### config.mk
export PLATFORM = sky130hd
export DESIGN_NAME = snappy_token_emitter
export DESIGN_NICKNAME = d
export VERILOG_FILES = /design/src/rtl/snappy_pkg.sv /design/src/rtl/snappy_varint_ser.sv /design/src/rtl/snappy_token_emitter.sv
export SDC_FILE = /design/constraint.sdc
export NUM_CORES = 1
export LEC_CHECK = 0
export ABC_CLOCK_PERIOD_IN_PS = 6100
export BUFFER_PORTS_ARGS = -buffer_cell sky130_fd_sc_hd__buf_2
export CORE_ASPECT_RATIO = 1.2
export CORE_MARGIN = 3
export CORE_UTILIZATION = 30
export CTS_BUF_LIST = sky130_fd_sc_hd__clkbuf_8
export CTS_CLUSTER_SIZE = 40
export DETAILED_ROUTE_END_ITERATION = 10
export GPL_ROUTABILITY_DRIVEN = 0
export SYNTH_ARGS = -nofsm -noshare
export SYNTH_HDL_FRONTEND = slang
export SYNTH_SLANG_ARGS = --single-unit
### constraint.sdc
create_clock -name clk -period 6.1 [get_ports clk]
set_input_delay 0.61 -clock clk [delete_from_list [all_inputs] [get_ports clk]]
set_output_delay 0.61 -clock clk [all_outputs]
set_load 0.02 [all_outputs]
### src/rtl/snappy_pkg.sv
// Shared types, tag constants and the token encoder for the Snappy token emitter.
package snappy_pkg;

    typedef enum logic [2:0] {
        S_IDLE,
        S_PREAMBLE,
        S_CMD_WAIT,
        S_TAG,
        S_EXT,
        S_LIT
    } state_t;

    localparam logic [1:0]  TAG_LITERAL     = 2'b00;
    localparam logic [1:0]  TAG_COPY1       = 2'b01;
    localparam logic [1:0]  TAG_COPY2       = 2'b10;
    localparam logic        CMD_LITERAL     = 1'b0;
    localparam logic        CMD_COPY        = 1'b1;
    localparam logic [15:0] LIT_SHORT_MAX   = 16'd60;
    localparam logic [7:0]  LIT_TAG_EXT1    = 8'hF0;
    localparam logic [7:0]  LIT_TAG_EXT2    = 8'hF4;
    localparam logic [15:0] COPY1_OFF_LIMIT = 16'd2048;
    localparam logic [15:0] COPY_LEN_MAX    = 16'd64;

    typedef struct packed {
        logic [7:0] tag;
        logic [7:0] ext0;
        logic [7:0] ext1;
        logic [1:0] n_ext;
    } token_t;

    function automatic logic cmd_legal(input logic ctype, input logic [15:0] len,
                                       input logic [15:0] off);
        if (ctype == CMD_LITERAL) return len != 16'd0;
        return (len != 16'd0) && (len <= COPY_LEN_MAX) && (off != 16'd0);
    endfunction

    // Only meaningful for legal commands, so len-1 never wraps.
    function automatic token_t encode_token(input logic ctype, input logic [15:0] len,
                                            input logic [15:0] off);
        token_t     t;
        logic [15:0] lm1;
        logic [2:0]  lm4;
        lm1     = len - 16'd1;
        lm4     = len[2:0] - 3'd4;
        t.tag   = {lm1[5:0], TAG_LITERAL};
        t.ext0  = lm1[7:0];
        t.ext1  = lm1[15:8];
        t.n_ext = 2'd0;
        if (ctype == CMD_LITERAL) begin
            if (lm1 < LIT_SHORT_MAX) begin
                t.n_ext = 2'd0;
            end else if (lm1 < 16'd256) begin
                t.tag   = LIT_TAG_EXT1;
                t.n_ext = 2'd1;
            end else begin
                t.tag   = LIT_TAG_EXT2;
                t.n_ext = 2'd2;
            end
        end else begin
            t.ext0 = off[7:0];
            t.ext1 = off[15:8];
            if (len >= 16'd4 && len <= 16'd11 && off < COPY1_OFF_LIMIT) begin
                t.tag   = {off[10:8], lm4, TAG_COPY1};
                t.n_ext = 2'd1;
            end else begin
                t.tag   = {lm1[5:0], TAG_COPY2};
                t.n_ext = 2'd2;
            end
        end
        return t;
    endfunction

endpackage

### src/rtl/snappy_varint_ser.sv
// Serialises a 32-bit value as a little-endian base-128 varint, one byte per ready.
module snappy_varint_ser (
    input  logic        clk,
    input  logic        rst_n,
    input  logic        load,
    input  logic [31:0] value,
    output logic        valid,
    input  logic        ready,
    output logic [7:0]  data,
    output logic        last
);
    import snappy_pkg::*;

    logic [31:0] rem;
    logic        active;

    assign valid = active;
    assign last  = (rem[31:7] == 25'd0);
    assign data  = {~last, rem[6:0]};

    always_ff @(posedge clk) begin
        if (!rst_n) begin
            rem    <= 32'd0;
            active <= 1'b0;
        end else if (load) begin
            rem    <= value;
            active <= 1'b1;
        end else if (active && ready) begin
            rem <= rem >> 7;
            if (last) active <= 1'b0;
        end
    end

endmodule

### src/rtl/snappy_token_emitter.sv
// Snappy token emitter: varint preamble, then literal/copy tokens from a command stream.
// Optional trace ports are added when SNAPPY_EMIT_TRACE_EN is defined.
module snappy_token_emitter
    import snappy_pkg::*;
(
    input  logic        clk,
    input  logic        rst_n,
    input  logic        start_i,
    input  logic [31:0] ulen_i,
    input  logic        cmd_valid_i,
    output logic        cmd_ready_o,
    input  logic        cmd_type_i,
    input  logic [15:0] cmd_len_i,
    input  logic [15:0] cmd_off_i,
    input  logic        cmd_last_i,
    input  logic        lit_valid_i,
    output logic        lit_ready_o,
    input  logic [7:0]  lit_data_i,
    output logic        out_valid_o,
    input  logic        out_ready_i,
    output logic [7:0]  out_data_o,
    output logic        out_last_o,
    output logic        busy_o,
    output logic        err_o
`ifdef SNAPPY_EMIT_TRACE_EN
    ,
    output logic [2:0]  trace_state_o,
    output logic        trace_lit_o,
    output logic        trace_copy_o
`endif
);

    // All ports are valid/ready: a transfer happens on the rising edge where both are 1;
    // a source holds its payload stable while valid=1 and ready=0.
    state_t     state;
    token_t     tok;
    logic       cmd_copy_q;
    logic       cmd_last_q;
    logic       ext_idx;
    logic [15:0] lit_cnt;
    logic       out_free;
    logic       ext_final;
    logic       ser_valid;
    logic       ser_last;
    logic [7:0] ser_data;
    token_t     enc;
    logic       enc_legal;

    assign out_free    = !out_valid_o || out_ready_i;
    assign cmd_ready_o = (state == S_CMD_WAIT);
    assign lit_ready_o = (state == S_LIT) && out_free;
    assign busy_o      = (state != S_IDLE);
    assign ext_final   = ext_idx || (tok.n_ext == 2'd1);
    assign enc         = encode_token(cmd_type_i, cmd_len_i, cmd_off_i);
    assign enc_legal   = cmd_legal(cmd_type_i, cmd_len_i, cmd_off_i);

    snappy_varint_ser u_varint (
        .clk   (clk),
        .rst_n (rst_n),
        .load  ((state == S_IDLE) && start_i),
        .value (ulen_i),
        .valid (ser_valid),
        .ready ((state == S_PREAMBLE) && out_free),
        .data  (ser_data),
        .last  (ser_last)
    );

    always_ff @(posedge clk) begin
        if (!rst_n) begin
            state       <= S_IDLE;
            tok         <= '0;
            cmd_copy_q  <= 1'b0;
            cmd_last_q  <= 1'b0;
            ext_idx     <= 1'b0;
            lit_cnt     <= 16'd0;
            out_valid_o <= 1'b0;
            out_data_o  <= 8'd0;
            out_last_o  <= 1'b0;
            err_o       <= 1'b0;
        end else begin
            if (out_valid_o && out_ready_i) out_valid_o <= 1'b0;
            case (state)
                S_IDLE: begin
                    if (start_i) begin
                        state <= S_PREAMBLE;
                        err_o <= 1'b0;
                    end
                end
                S_PREAMBLE: begin
                    if (ser_valid && out_free) begin
                        out_valid_o <= 1'b1;
                        out_data_o  <= ser_data;
                        out_last_o  <= 1'b0;
                        if (ser_last) state <= S_CMD_WAIT;
                    end
                end
                S_CMD_WAIT: begin
                    if (cmd_valid_i) begin
                        if (!enc_legal) begin
                            err_o <= 1'b1;
                            state <= cmd_last_i ? S_IDLE : S_CMD_WAIT;
                        end else begin
                            tok        <= enc;
                            cmd_copy_q <= cmd_type_i;
                            cmd_last_q <= cmd_last_i;
                            lit_cnt    <= cmd_len_i;
                            ext_idx    <= 1'b0;
                            state      <= S_TAG;
                        end
                    end
                end
                S_TAG: begin
                    if (out_free) begin
                        out_valid_o <= 1'b1;
                        out_data_o  <= tok.tag;
                        out_last_o  <= 1'b0;
                        state       <= (tok.n_ext != 2'd0) ? S_EXT : S_LIT;
                    end
                end
                S_EXT: begin
                    if (out_free) begin
                        out_valid_o <= 1'b1;
                        out_data_o  <= ext_idx ? tok.ext1 : tok.ext0;
                        out_last_o  <= cmd_copy_q && cmd_last_q && ext_final;
                        ext_idx     <= 1'b1;
                        if (ext_final) begin
                            if (cmd_copy_q) state <= cmd_last_q ? S_IDLE : S_CMD_WAIT;
                            else            state <= S_LIT;
                        end
                    end
                end
                S_LIT: begin
                    if (lit_valid_i && out_free) begin
                        out_valid_o <= 1'b1;
                        out_data_o  <= lit_data_i;
                        out_last_o  <= cmd_last_q && (lit_cnt == 16'd1);
                        lit_cnt     <= lit_cnt - 16'd1;
                        if (lit_cnt == 16'd1) state <= cmd_last_q ? S_IDLE : S_CMD_WAIT;
                    end
                end
                default: state <= S_IDLE;
            endcase
        end
    end

`ifdef SNAPPY_EMIT_TRACE_EN
    assign trace_state_o = (state == S_IDLE)     ? 3'd0 :
                           (state == S_PREAMBLE) ? 3'd1 : 3'd2;

    always_ff @(posedge clk) begin
        if (!rst_n) begin
            trace_lit_o  <= 1'b0;
            trace_copy_o <= 1'b0;
        end else begin
            trace_lit_o  <= (state == S_TAG) && out_free && !cmd_copy_q;
            trace_copy_o <= (state == S_TAG) && out_free && cmd_copy_q;
        end
    end
`endif

endmodule

==> summary.md, run 1 <==
| Metric | Value |
|---|---|
| DRC viols | `0` |
| Number of flops mapped to enable cells by yosys | `0` |
| Crit end category | `primary output` |
| Slew Viols, Final | `0` |
| Syn Inst Count | `704` |
| Distinct cells, synth | `70` |
| Slew headroom | `around a quarter` |
| NetSw | `approximately 0.73 mW` |
| Post-CTS Resized | `0` |
| Least-Margin Pin Slew | `about 1.1 ns` |
| Slowest stage delay, CP | `about 1.1 ns` |
| Final period util | `56.8%` |
| Root Driver | `clkbuf_8` |
| Grt ovf | `0` |
| Async SR Flop Fraction | `0%` |
| Core area | `17,800 µm²` |
| CP Cell Sequence | `nand2_1, nor2_1, buf_2` |
| Io pins | `94` |
| Non-filler cells, final | `just under 1,000` |
| Post-CTS Setup Inserts | `0` |
| Synthesized area | `5570 µm²` |
| Switch share | `just under 40%` |
| Peak Freq | `between 200 and 300 MHz` |
| Worst-skew pair later-pin latency | `around 0.39 ns` |
| Clk pwr share | `a little under a quarter` |
| Largest net degree at the start of global routing | `between 70 and 80` |
| Starting Density | `between 30% and 40%` |
| Grt met1 use | `between 20 and 25%` |
| Leak | `about 2.4 nW` |
| Clock Sinks | `about 90` |
| Logic pwr share | `about 33%` |
| FF-to-FF Start | `state[2]$_SDFFE_PN0P_` |
| WHS Endpoint | `tok[16]$_SDFFE_PN0P_` |
| Final wirelength | `around 17 mm` |
| Min-Delay Path Depth | `2` |
| Commonest cells in the netlist | `nor2_1, dfxtp_1, nand2_1` |
| Area Overhead vs Synth | `13.1%` |
| Crit Reg-Reg Endpoint | `lit_cnt[7]$_SDFFE_PN0P_` |
| Port-buffer cells | `just over 90` |
| Area of the multi-input gates | `3440 µm²` |
| Final instance area | `roughly 6300 µm²` |
| Worst path required time | `about 5.5 ns` |
| Syn_nets | `~790` |
| Detailed Place HPWL | `about 12 mm` |
| Sequential share of power | `between 40 and 50%` |
| CTS clk-pin slew, worst paths | `0.10 ns` |
| Share of cells above drive strength 1 | `roughly 17%` |
| GR Util met2 | `approximately a quarter` |
| Die area | `roughly 20,000 µm²` |
| First-pass DRT Iterations | `5` |
| Hold path start | `tok[16]$_SDFFE_PN0P_` |
| Fin nets | `836` |
| CTS tree | `yes` |
| Mean Syn Cell Area | `between 7 and 8 µm²` |
| Overall Global Routing Usage | `between 10% and 20%` |
| Setup TNS | `0 ns` |
| CTS Hold Bufs | `0` |
| Final count of hold timing violations | `0` |
| DR WL/cell | `17.1 µm` |
| Seq cells post-synth | `92` |
| Initial antenna violation count | `1` |
| Most common cell in the netlist | `nor2_1` |
| Yosys top cell area share | `around a third` |
| FF/Latch Area | `approximately 1800 µm²` |
| Die Ht | `around 160 µm` |
| Depth of the most critical reg-to-reg path | `6` |
| Number of global-route vias before repair | `5,032` |
| Setup ws final | `2.64 ns` |
| Startpoint types | `flop` |
| RSZ-0062 raised after global routing | `false` |
| Synth Flop Type | `dfxtp_1` |
| Pwr Total | `~1.9 mW` |
| Placed insts | `a little under 1,000` |
| Post-route ant nets | `0` |
| Largest cells by area after synthesis | `dfxtp_1, mux2i_1, a211oi_1, nor2_1, nand2_1` |
| Final-layout fill cell count | `approximately 1,900` |
| Outcome | `finished, final reports clean` |
| Total CTS buffers | `9` |
| Num rows | `53` |
| Area post-placement | `about 6100 µm²` |
| Slowest cell on the critical path | `dfxtp_1` |
| Place WS | `approximately 2.4 ns` |
| Worst hold path class | `reg2reg` |
| 1st-iter DRT viols | `430` |
| Vias post-DR | `around 5,400` |
| Met3 Track Usage GR | `2.88%` |
| CP arrival | `2.85 ns` |
| Vias/cell | `approximately 5.5` |
| Die width | `between 100 and 150 µm` |
| Global-route wire length before repair | `26.8 mm` |
| Min cycle time layout | `3.46 ns` |
| Kind of critical path | `reg2out` |
| Number of diodes | `0` |
| Internal | `around 1.2 mW` |
| Largest area contributor in the netlist | `dfxtp_1` |
| CTS max path bufs | `2` |
| CP Max Fanout | `35` |
| H-Tree Level Count | `3` |
| Max-cap viol count | `0` |
| Register area share after synthesis | `between 30% and 40%` |
| Yosys warnings | `0` |
| Final Skew | `slightly below 0.02 ns` |
| GR peak layer | `met2` |
| R2R Setup Slk | `roughly 2.8 ns` |
| Power Density | `around 300 nW/µm²` |
| Final setup vio count | `0` |
| Max VDD drop | `~0.12 mV` |
## power groups by stage
| stage | clock, mW | sequential [mW] | combinational, mW |
|---|---|---|---|
| floorplan | 0 | 0.791 | 0.479 |
| global placement | 0 | 0.816 | 0.624 |
| detailed placement | 0 | 0.818 | 0.626 |
| CTS | 0.460 | 0.805 | 0.629 |
| global route | 0.488 | 0.823 | 0.708 |
| finish | 0.448 | 0.805 | 0.625 |
## metrics by stage
stage / util, % / hold slack [ns]
after floorplan: - / 0.427
after global placement: 34.1 / 0.437
after detailed placement: 34.1 / 0.441
after CTS: 35.3 / 0.457
after global routing: 35.3 / 0.477
final: 35.3 / 0.456
## critical path, delay by kind of cell (launching register included)
family	cells	cell delay (ns)
buffers and inverters	1	0.20
flip-flops	1	1.07
AND/OR/NAND/NOR	2	1.20
## area by class of cell
type                    instances  area share, %
inverters                       9          0.537
clock inverters                 7           1.31
flip-flops and latches         92           29.3
well taps                     220           4.37
multi-input cells             544           54.7
repair buffers                 97           7.87
clock buffers                   9           1.97
## worst max path at each step
stage	start	endpoint	slack (ns)	cells past startpoint
2_1_floorplan	cmd_len_i[0]	tok[21]$_SDFFE_PN0P_	3.21	10
5_1_grt	state[2]$_SDFFE_PN0P_	lit_ready_o	2.44	3
3_5_place_dp	cmd_len_i[0]	lit_cnt[2]$_SDFFE_PN0P_	2.40	9
3_3_place_gp	cmd_len_i[0]	tok[22]$_SDFFE_PN0P_	2.47	9
6_report	state[2]$_SDFFE_PN0P_	lit_ready_o	2.64	3
4_1_cts	state[2]$_SDFFE_PN0P_	lit_ready_o	2.67	3
## per-layer routing
layer / vias to the layer above / part of all wire, %
met5: - / 0.078
met4: 2 / 1.4
met3: 19 / 5.7
met2: 158 / 47
met1: 2514 / 46
li1: 2704 / -
## sequential cells by signal, summed over array words and instances (netlist names)
signal / flops
out_data_o: 8
cmd_copy_q: 1
state: 3
out_valid_o: 1
out_last_o: 1
u_varint.rem: 32
ext_idx: 1
tok: 26
u_varint.valid: 1
lit_cnt: 16
cmd_last_q: 1
err_o: 1
## logic make-up (layout without fill, tap and decap cells)
family / after synthesis / in the layout / share of synthesized area (%)
XOR/XNOR: 13 / 13 / 2.04
AND/OR/NAND/NOR: 270 / 270 / 23.6
multiplexers: 47 / 47 / 8.51
buffers and inverters: 68 / 122 / 5.14
AO/OA/AOI/OAI: 211 / 211 / 26.9
adder cells (fa/ha/maj): 3 / 3 / 0.674
flip-flops: 92 / 92 / 33.1
## cells in the final DEF, fill, tap and decap left out, types with 5 or more instances in the layout
master	count
inv_1	8
nand3_1	12
nor4_1	17
nor2_1	93
o211ai_1	13
o31a_1	6
or3_1	5
clkbuf_8	9
dfxtp_1	92
o31ai_1	7
nand4_1	5
nor2b_1	13
mux2i_1	44
nor3_1	15
o21ai_0	30
a21oi_1	43
a31oi_1	8
o221a_1	6
buf_2	93
nand2b_1	10
a22oi_1	8
and3_1	8
o21ai_1	6
nand2_1	65
a211oi_1	48
xor2_1	9
Power figures use the tool's default switching activity.
==> run 2: changes to the inputs <==
ABC_CLOCK_PERIOD_IN_PS = 3600   (was 6100)
clock period = 3.6 ns   (was 6.1 ns; I/O delays follow)
==> summary.md, run 2 (synthesized netlist as in run 1, its figures left out) <==
| Metric | Value |
|---|---|
| Outcome | `finished, final reports clean` |
| Final wirelength | `16.9 mm (+1.1%)` |
| Pwr Total | `3.14 mW (+67%)` |
| Share of cells above drive strength 1 | `18.1% (+0.84 points)` |
| CTS max path bufs | `2 (unchanged)` |
| Area Overhead vs Synth | `14.0%` |
| Setup TNS | `0 ns (unchanged)` |
| Vias/cell | `5.50 (-0.34%)` |
| CP arrival | `3.03 ns (+0.18 ns)` |
| Post-route ant nets | `0 (unchanged)` |
| Logic pwr share | `34.3% (+1.0 points)` |
| Area of the multi-input gates | `3440 µm² (about the same)` |
| Grt ovf | `0 (unchanged)` |
| Utilization after layout | `35.6% (+0.29 points)` |
| Commonest non-fill, non-tap cell in the layout | `nor2_1` |
| Final setup vio count | `0 (unchanged)` |
| WP buf/inv | `2 (+1)` |
| H-Tree Level Count | `3 (unchanged)` |
| Worst-skew pair later-pin latency | `0.38 ns (about the same)` |
| Clk pwr share | `22.4% (-1.4 points)` |
| Final count of hold timing violations | `0 (unchanged)` |
| Largest net degree at the start of global routing | `54 (-30%)` |
| RSZ-0062 raised after global routing | `false` |
| Internal | `1.92 mW (+66%)` |
| Total CTS buffers | `9 (unchanged)` |
| Worst hold path class | `in2reg` |
| DR WL/cell | `17.1 µm (+0.14%)` |
| Starting Density | `31.2% (unchanged)` |
| Vias post-DR | `5,428 (+0.57%)` |
| Max-cap viol count | `0 (unchanged)` |
| Worst path required time | `3.86 ns (-1.63 ns)` |
| Root Driver | `clkbuf_8` |
| Peak Freq | `~360 MHz` |
| Slew Viols, Final | `0 (unchanged)` |
| Io pins | `94 (unchanged)` |
| Die area | `20,200 µm² (unchanged)` |
| Most frequent cells in the layout | `nor2_1, buf_2, dfxtp_1` |
| Number of diodes | `0 (unchanged)` |
| Startpoint types | `input port` |
| Die width | `130 µm (unchanged)` |
| Port-buffer cells | `93 (unchanged)` |
| CP Cell Sequence | `buf_2, inv_1, ha_1, or3b_1, o31a_1, a2111oi_4, o21ai_2, a211oi_1, o31ai_1` |
| Num rows | `53 (unchanged)` |
| Max VDD drop | `0.211 mV (+72%)` |
| Core area | `17,800 µm² (unchanged)` |
| Leak | `2.46 nW (+1.5%)` |
| Die Ht | `155 µm (unchanged)` |
| Clock Sinks | `92 (unchanged)` |
| Crit end category | `flop` |
| CTS clk-pin slew, worst paths | `0.09 ns (about the same)` |
| Most flops, register | `u_varint.rem` |
| Biggest regs | `u_varint.rem (32), tok (26), lit_cnt (16)` |
| FF/Latch Area | `1840 µm² (unchanged)` |
| Power Density | `494 nW/µm² (+66%)` |
| Slew headroom | `34.6% (+8.9 points)` |
| First-pass DRT Iterations | `5 (unchanged)` |
| Final Skew | `0.0139 ns (-0.00582 ns)` |
| Final-layout fill cell count | `1,899 (+1.2%)` |
| Global-route wire length before repair | `26.6 mm (-0.52%)` |
| DRC viols | `0 (unchanged)` |
| Kind of critical path | `in2reg` |
| Post-CTS Resized | `0 (unchanged)` |
| NetSw | `1.22 mW (+68%)` |
| Slowest cell on the critical path | `or3b_1` |
| Gate family responsible for the most delay along the worst path | `compound AO/OA/AOI/OAI gates` |
| Sequential share of power | `43.3% (+0.4 points)` |
| Final period util | `around 77%` |
| Least-Margin Pin Slew | `0.980 ns (-0.133 ns)` |
| Detailed Place HPWL | `12.3 mm (+2.3%)` |
| Slowest stage delay, CP | `0.50 ns (-0.57 ns)` |
| Initial antenna violation count | `1 (unchanged)` |
| Largest register FFs | `32 (unchanged)` |
| Overall Global Routing Usage | `16.5% (about the same)` |
| Fin nets | `845 (+1.1%)` |
| Number of global-route vias before repair | `5,105 (+1.5%)` |
| CTS Hold Bufs | `0 (unchanged)` |
| Post-CTS Setup Inserts | `0 (unchanged)` |
| CP Max Fanout | `23 (-34%)` |
| Min cycle time layout | `approximately 2.8 ns` |
| 1st-iter DRT viols | `412 (-4.2%)` |
| Switch share | `38.9% (+0.23 points)` |
| CTS tree | `yes` |
-- run 2: final timing paths --
| kind | from | endpoint | slack [ns] | cells after the start |
|---|---|---|---|---|
| min | ulen_i[30] | u_varint.rem[30]$_SDFFE_PN0P_ | 0.24 | 3 |
| max reg2reg | lit_cnt[2]$_SDFFE_PN0P_ | out_last_o$_SDFFE_PN0P_ | 1.17 | 5 |
| max | cmd_len_i[0] | tok[25]$_SDFFE_PN0P_ | 0.83 | 9 |
| min reg2reg | tok[15]$_SDFFE_PN0P_ | tok[15]$_SDFFE_PN0P_ | 0.45 | 2 |
-- run 2: area by class of cell --
type	instances	area share [%]
multi-input cells	544	54.2
flip-flops and latches	92	29.0
repair buffers	106	8.87
well taps	220	4.34
clock buffers	11	2.39
clock inverters	5	0.651
inverters	9	0.532
-- run 2: per-stage QoR --
step | cells | area, µm² | setup WS [ns] | hold slack [ns]
after floorplan | 704 | 5570 | 0.957 | 0.427
after global placement | 971 | 6150 | 0.547 | 0.439
after detailed placement | 971 | 6150 | 0.462 | 0.445
after CTS | 987 | 6350 | 0.836 | 0.213
after global routing | 987 | 6350 | 0.657 | 0.227
final | 987 | 6350 | 0.830 | 0.236
-- run 2: worst register-to-register path, stage by stage, from the launching register on --
cell and delay, ns:
dfxtp_1 0.36, nor4_1 0.79, and4_1 0.45, a21oi_1 0.09
or4b_1 0.53, a21oi_1 0.14
-- run 2: routing by layer --
layer	wire [µm]	part of all wire (%)	track usage, %
met1	7710	46	22.2
met3	993	5.9	3.81
met5	13	0.077	0
met4	202	1.2	4.41
met2	7970	47	26.4
-- run 2: power groups by stage --
stage | logic [mW] | clock network [mW] | registers [mW]
after floorplan | 0.812 | 0 | 1.34
after global placement | 1.07 | 0 | 1.38
after detailed placement | 1.08 | 0 | 1.38
after CTS | 1.08 | 0.725 | 1.36
after global routing | 1.22 | 0.762 | 1.38
final | 1.08 | 0.704 | 1.36
